`config.mk`:
```
export PLATFORM = sky130hd
export DESIGN_NAME = mem_stage_bus
export DESIGN_NICKNAME = d
export VERILOG_FILES = /design/src/rtl/mem_stage_bus.sv
export SDC_FILE = /design/constraint.sdc
export NUM_CORES = 1
export LEC_CHECK = 0
export CORE_MARGIN = 10
export CORE_UTILIZATION = 49
export DETAILED_ROUTE_END_ITERATION = 8
export PLACE_DENSITY = 0.83
export REMOVE_ABC_BUFFERS = 1
export SYNTH_ARGS = -nofsm -noshare
export SYNTH_HDL_FRONTEND = slang
export SYNTH_SLANG_ARGS = --single-unit
```
`constraint.sdc`:
```
create_clock -name clk -period 2.7 [get_ports clk]
set_input_delay 0.54 -clock clk [delete_from_list [all_inputs] [get_ports clk]]
set_output_delay 0.54 -clock clk [all_outputs]
set_load 0.01 [all_outputs]
```
`src/rtl/mem_stage_bus.sv`:
```
// mem_stage_bus: memory-stage load/store unit driving an external data memory
// over a valid/ready request bus and a strobed response bus of any latency.
//
// Ports
//   clk, arst_n                      clock, async active-low reset
//   req_valid_in, is_store, lsuop,   memory op from the EX/MEM register
//   addr, store_data, rd_in          (held stable while stall_out=1)
//   stall_out                        hold the pipeline
//   bus_req_*                        registered request, live only in REQ
//   bus_rsp_valid/rdata/err          response strobe (acks writes as well)
//   load_valid/load_data/load_rd     one-cycle load writeback pulse
//   exc_valid/exc_cause/exc_addr     one-cycle exception pulse
//                                    (0 ld misalign, 1 st misalign,
//                                     2 ld fault, 3 st fault)
module mem_stage_bus #(
  parameter int DATA_WIDTH     = 32,
  parameter int ADDR_WIDTH     = 32,
  parameter int TIMEOUT_CYCLES = 255
) (
  input  logic                    clk,
  input  logic                    arst_n,
  input  logic                    req_valid_in,
  input  logic                    is_store,
  input  logic [2:0]              lsuop,
  input  logic [ADDR_WIDTH-1:0]   addr,
  input  logic [DATA_WIDTH-1:0]   store_data,
  input  logic [4:0]              rd_in,
  output logic                    stall_out,
  output logic                    bus_req_valid,
  input  logic                    bus_req_ready,
  output logic [ADDR_WIDTH-1:0]   bus_req_addr,
  output logic                    bus_req_we,
  output logic [DATA_WIDTH/8-1:0] bus_req_mask,
  output logic [DATA_WIDTH-1:0]   bus_req_wdata,
  input  logic                    bus_rsp_valid,
  input  logic [DATA_WIDTH-1:0]   bus_rsp_rdata,
  input  logic                    bus_rsp_err,
  output logic                    load_valid,
  output logic [DATA_WIDTH-1:0]   load_data,
  output logic [4:0]              load_rd,
  output logic                    exc_valid,
  output logic [1:0]              exc_cause,
  output logic [ADDR_WIDTH-1:0]   exc_addr
);
  localparam int DW   = DATA_WIDTH;
  localparam int NB   = DATA_WIDTH / 8;
  localparam int OFFW = $clog2(NB);
  localparam int TW   = $clog2(TIMEOUT_CYCLES + 1);

  typedef enum logic [1:0] {IDLE, REQ, RSP, DONE} state_t;
  state_t state;

  // latched operation
  logic                  lat_store;
  logic [2:0]            lat_op;
  logic [OFFW-1:0]       lat_off;
  logic [ADDR_WIDTH-1:0] lat_addr;
  logic [4:0]            lat_rd;
  logic [TW-1:0]         tmo_cnt;

  // ---- request-side decode (from live inputs, used in IDLE) ----
  logic [OFFW-1:0] in_off;
  logic [1:0]      in_sz;
  logic            in_legal, in_misal;
  logic [NB-1:0]   mask_c;
  logic [DW-1:0]   wdata_c;

  assign in_off   = addr[OFFW-1:0];
  assign in_sz    = lsuop[1:0];
  // offset must be a multiple of 1<<in_sz
  assign in_misal = |(in_off & OFFW'((1 << in_sz) - 1));

  always_comb begin
    case (lsuop)
      3'b000, 3'b001, 3'b010, 3'b100, 3'b101: in_legal = 1'b1;
      3'b011, 3'b110:                         in_legal = (DATA_WIDTH == 64);
      default:                                in_legal = 1'b0;
    endcase
  end

  // Loads fetch the whole bus word and extract locally, so only stores
  // narrow the byte-lane mask.
  always_comb begin
    mask_c = '1;
    if (is_store) begin
      case (in_sz)
        2'd0:    mask_c = NB'(1)  << in_off;
        2'd1:    mask_c = NB'(3)  << in_off;
        2'd2:    mask_c = NB'(15) << in_off;
        default: mask_c = '1;
      endcase
    end
  end

  // Store data is replicated to every lane; the mask picks the live one.
  always_comb begin
    wdata_c = '0;
    if (is_store) begin
      case (in_sz)
        2'd0:    for (int i = 0; i < NB;   i++) wdata_c[i*8  +: 8]  = store_data[7:0];
        2'd1:    for (int i = 0; i < NB/2; i++) wdata_c[i*16 +: 16] = store_data[15:0];
        2'd2:    for (int i = 0; i < NB/4; i++) wdata_c[i*32 +: 32] = store_data[31:0];
        default: wdata_c = store_data;
      endcase
    end
  end

  // ---- response-side load extract ----
  logic [DW-1:0] rsp_sh, ld_c;
  assign rsp_sh = bus_rsp_rdata >> {lat_off, 3'b000};

  always_comb begin
    case (lat_op)
      3'b000:  ld_c = DW'($signed(rsp_sh[7:0]));
      3'b001:  ld_c = DW'($signed(rsp_sh[15:0]));
      3'b010:  ld_c = DW'($signed(rsp_sh[31:0]));
      3'b100:  ld_c = DW'(rsp_sh[7:0]);
      3'b101:  ld_c = DW'(rsp_sh[15:0]);
      3'b110:  ld_c = DW'(rsp_sh[31:0]);
      default: ld_c = rsp_sh;
    endcase
  end

  assign stall_out = ((state == IDLE) && req_valid_in) || (state == REQ) || (state == RSP);

  always_ff @(posedge clk or negedge arst_n) begin
    if (!arst_n) begin
      state         <= IDLE;
      lat_store     <= 1'b0;
      lat_op        <= '0;
      lat_off       <= '0;
      lat_addr      <= '0;
      lat_rd        <= '0;
      tmo_cnt       <= '0;
      bus_req_valid <= 1'b0;
      bus_req_addr  <= '0;
      bus_req_we    <= 1'b0;
      bus_req_mask  <= '0;
      bus_req_wdata <= '0;
      load_valid    <= 1'b0;
      load_data     <= '0;
      load_rd       <= '0;
      exc_valid     <= 1'b0;
      exc_cause     <= '0;
      exc_addr      <= '0;
    end else begin
      load_valid <= 1'b0;
      exc_valid  <= 1'b0;
      case (state)
        IDLE: if (req_valid_in) begin
          lat_store <= is_store;
          lat_op    <= lsuop;
          lat_off   <= in_off;
          lat_addr  <= addr;
          lat_rd    <= rd_in;
          if (!in_legal || in_misal) begin
            // illegal encodings share the misaligned cause
            state     <= DONE;
            exc_valid <= 1'b1;
            exc_cause <= {1'b0, is_store};
            exc_addr  <= addr;
          end else begin
            state         <= REQ;
            bus_req_valid <= 1'b1;
            bus_req_addr  <= {addr[ADDR_WIDTH-1:OFFW], {OFFW{1'b0}}};
            bus_req_we    <= is_store;
            bus_req_mask  <= mask_c;
            bus_req_wdata <= wdata_c;
          end
        end
        REQ: if (bus_req_ready) begin
          state         <= RSP;
          tmo_cnt       <= '0;
          bus_req_valid <= 1'b0;
          bus_req_addr  <= '0;
          bus_req_we    <= 1'b0;
          bus_req_mask  <= '0;
          bus_req_wdata <= '0;
        end
        RSP: begin
          if (bus_rsp_valid) begin
            // a response in the timeout cycle still counts as a response
            state <= DONE;
            if (bus_rsp_err) begin
              exc_valid <= 1'b1;
              exc_cause <= {1'b1, lat_store};
              exc_addr  <= lat_addr;
            end else if (!lat_store) begin
              load_valid <= 1'b1;
              load_data  <= ld_c;
              load_rd    <= lat_rd;
            end
          end else begin
            if (tmo_cnt != TW'(TIMEOUT_CYCLES)) tmo_cnt <= tmo_cnt + TW'(1);
            // this cycle is the TIMEOUT_CYCLES-th one without a response
            if (tmo_cnt == TW'(TIMEOUT_CYCLES - 1)) begin
              state     <= DONE;
              exc_valid <= 1'b1;
              exc_cause <= {1'b1, lat_store};
              exc_addr  <= lat_addr;
            end
          end
        end
        DONE: state <= IDLE;
        default: state <= IDLE;
      endcase
    end
  end

endmodule
```
==> summary.txt <==
Status -> complete, no violations
Reg-to-reg slack, setup -> 0.45 ns
Clock sink count -> 192
Setup violation total in the final timing report -> 0
Placed Instance Area -> 12,200 µm²
Main area contributors after synthesis -> dfrtp_1 52%, nand2_1 6.5%, mux2_2 5.9%
Hold WC Path Type -> input pin to asynchronous set/reset pin
Synth area leader -> dfrtp_1
Sequential power share -> 0.349
Gate Count Post-Synth -> 952
Rows -> 50
Sw Pwr -> 5.03 mW
RSZ-0062 raised after global routing -> no
Arr. time, crit path -> 1.98 ns
WP data required -> 2.16 ns
Placer Congestion -> 0.855
Final Cell Area -> 12,800 µm²
Pint -> 9.00 mW
Fillcell total -> 1,365
Vias per cell -> 5.59
Combinational power share -> 0.467
CP startpoint -> state[0]$_DFFE_PN0P_
GRT Resource Usage Total -> 0.212
FF-to-FF End -> tmo_cnt[4]$_DFFE_PN0P_
Fin. Hold Viols -> 0
H-tree Lvls -> 4
Slew HR -> 0.636
Max Cap Viol -> 0
Number of library cell types mapped by synthesis -> 50
Initial Utilization -> 0.498
Max Freq -> 398 MHz
Flops & latches, synth -> 192
P&R area growth vs syn -> 38.3%
Ports -> 255
Setup CP Type -> flop to output pin
Worst r2r path cells -> 8
Final ANT Viol Nets -> 0
Total wire length -> 27,200 µm
Via Count -> 8,050
Worst-path clk slew -> 0.07 ns
Sw frac -> 0.358
Inserted Clock Buffers -> 17
IO buf count -> 252
Maximum root-to-sink buffer count -> 2
First-pass GRT wire length -> 42,000 µm
Largest net degree at the start of global routing -> 75
Root Driver -> clkbuf_16
Global route overflow -> 0
Syn avg cell area -> 9.75 µm²
CP Max Fanout -> 8
Area share of the largest cell type after synthesis -> 0.517
Reg2Reg Launch Point -> state[0]$_DFFE_PN0P_
Max-slew violations -> 0
Lkg Pwr -> 5.51 nW
CP Launch Type -> flop
Final routed DRC violation total -> 0
Pre-Repair DR Iteration Count -> 6
Initial DRC count -> 616
Hold WS -> 0.0172 ns
Synth Cell Area -> 9290 µm²
Initial antenna violation count -> 0
Clk_skew -> 0.0175 ns
Core area -> 18,600 µm²
Die H -> 158 µm
WL/cell -> 18.9 µm
Number of global-route vias before repair -> 7,908
Cell Pwr Density -> 1090 nW/µm²
Worst-Skew Late Latency -> 0.44 ns
Die area -> 24,900 µm²
Fin crit share -> 0.932
Sequential area share after synthesis -> 0.517
DP Wirelength -> 19,800 µm
Final period demand of the worst path -> 2.52 ns
Clock power share -> 0.184
Crit. End Element -> output pin
Fraction of layout cells with a size suffix above 1 -> 0.116
Ys flop type -> dfrtp_1
DIE WIDTH -> 158 µm
Nets@finish -> 1,313
CTS tree -> yes
Slew @ Worst Pin -> 0.545 ns
FFs w/ async S/R, synth -> 1.00
Peak supply drop -> 0.550 mV
Syn. warnings -> 0
Post-synth EDFFs -> 0
Setup Buffers After CTS -> 0
sequential cells by signal, indices dropped and copies added (netlist names), 2 cells and up:
signal         flops
bus_req_addr      30
exc_cause          2
state              2
lat_op             3
load_rd            5
tmo_cnt            8
lat_rd             5
bus_req_wdata     32
exc_addr          32
load_data         32
bus_req_mask       4
lat_addr          31
what timing repair did:
action                                  CTS  global route
hold buffers                              0             0
resized for setup                         0             1
endpoints found under the setup margin    0             1
layout by cell type (no fill, tap or decap), types with 2 or more instances in the layout:
cell type        count
nor2b_1             22
buf_12              12
inv_1               14
o31ai_1             50
nand3_1             38
a21o_1               3
nand4_1              2
nor3_1               4
dfrtp_1            192
clkbuf_8             5
a221o_1              8
a31oi_1              3
nand3b_1             3
nand2b_1            64
mux2_2              49
inv_6                2
clkinv_4             4
a21oi_1             50
mux2i_1             17
o21ai_0             81
o21ai_1              7
clkdlybuf4s50_1    251
buf_4               33
o21ai_2              3
ha_1                 9
or2_2                2
nand2_1            160
conb_1               2
clkbuf_16           17
o22ai_1             34
and2_1               2
o21a_1               3
ha_2                 2
a211oi_1             3
bufinv_16            2
nor2_1              27
xor2_1               4
logic make-up after synthesis:
family | after synthesis | share of synthesized area
buffers and inverters | 92 | 0.0478
DFF | 192 | 0.517
muxes | 66 | 0.0778
adders and majority gates | 11 | 0.0148
xor gates and xnor gates | 4 | 0.00377
other | 1 | 0.000404
and+or+nand+nor | 331 | 0.169
AOI/OAI and AO/OA | 255 | 0.169
power by group through the flow:
stage                     combinational (mW)  sequential (mW)  clock (mW)
after floorplan                         2.71             5.31           0
after global placement                  6.40             4.86           0
after detailed placement                6.58             4.92           0
after CTS                               6.61             4.89        2.62
after global routing                    7.09             5.04        2.75
final                                   6.54             4.89        2.59
layout make-up:
| cell class | count | area, µm² | share of cell area |
|---|---|---|---|
| well taps | 234 | 293 | 0.0228 |
| clock buffers | 22 | 484 | 0.0377 |
| inverters | 14 | 52.6 | 0.00409 |
| repair buffers | 297 | 3010 | 0.235 |
| flip-flops and latches | 192 | 4800 | 0.374 |
| clock inverters | 10 | 125 | 0.00974 |
| diodes | 1 | 2.50 | 0.000195 |
| multi-input cells | 669 | 4070 | 0.317 |
critical path, cell delays in order, from the launching register on:
cell	delay [ns]
dfrtp_1	0.40
inv_1	0.09
ha_2	0.24
nand2_2	0.14
nand2_1	0.08
clkdlybuf4s50_1	0.59
metrics by stage:
| step | TNS, ns | power, mW | setup WS (ns) | cells | util |
|---|---|---|---|---|---|
| final | 0 | 14.0 | 0.185 | 1439 | 0.689 |
| after global routing | 0 | 14.9 | 0.0465 | 1438 | 0.689 |
| after CTS | 0 | 14.1 | 0.0848 | 1438 | 0.689 |
| after detailed placement | -9.83 | 11.5 | -0.194 | 1406 | 0.656 |
| after global placement | -2.45 | 11.3 | -0.0864 | 1406 | 0.656 |
| after floorplan | -143.45 | 8.02 | -1.94 | 875 | - |
layer usage:
metal | global-route usage | up-vias | share of wire
li1 | - | 3792 | -
met1 | 0.259 | 3905 | 0.41
met2 | 0.339 | 307 | 0.48
met3 | 0.0706 | 46 | 0.089
met5 | 0 | - | 0
met4 | 0.0841 | 0 | 0.027
worst max path at each step:
| stage | slack (ns) | to | cells after the start |
|---|---|---|---|
| after floorplan | -1.94 | bus_req_mask[0]$_DFFE_PN0P_ | 6 |
| after global placement | -0.09 | bus_req_we$_DFFE_PN0P_ | 8 |
| after detailed placement | -0.19 | bus_req_wdata[19]$_DFFE_PN0P_ | 10 |
| after CTS | 0.08 | stall_out | 5 |
| after global routing | 0.05 | stall_out | 5 |
| final | 0.18 | stall_out | 5 |
Yosys cell counts, types with 3 or more instances:
| cell | instances |
|---|---|
| o21ai_0 | 81 |
| buf_4 | 4 |
| mux2_2 | 49 |
| o21ai_1 | 9 |
| xor2_1 | 4 |
| buf_6 | 7 |
| mux2i_1 | 17 |
| a21oi_1 | 50 |
| buf_1 | 3 |
| o21a_1 | 3 |
| nand3_1 | 38 |
| o22ai_1 | 34 |
| nor2b_1 | 22 |
| a21o_1 | 3 |
| nand3b_1 | 3 |
| nand2b_1 | 64 |
| a221o_1 | 8 |
| dfrtp_1 | 192 |
| a31oi_1 | 3 |
| nand2_1 | 161 |
| ha_1 | 11 |
| nor3_1 | 4 |
| nor2_1 | 27 |
| a211oi_1 | 3 |
| inv_1 | 14 |
| buf_2 | 24 |
| clkbuf_1 | 39 |
| o31ai_1 | 50 |
(Power assumes the default switching activity.)
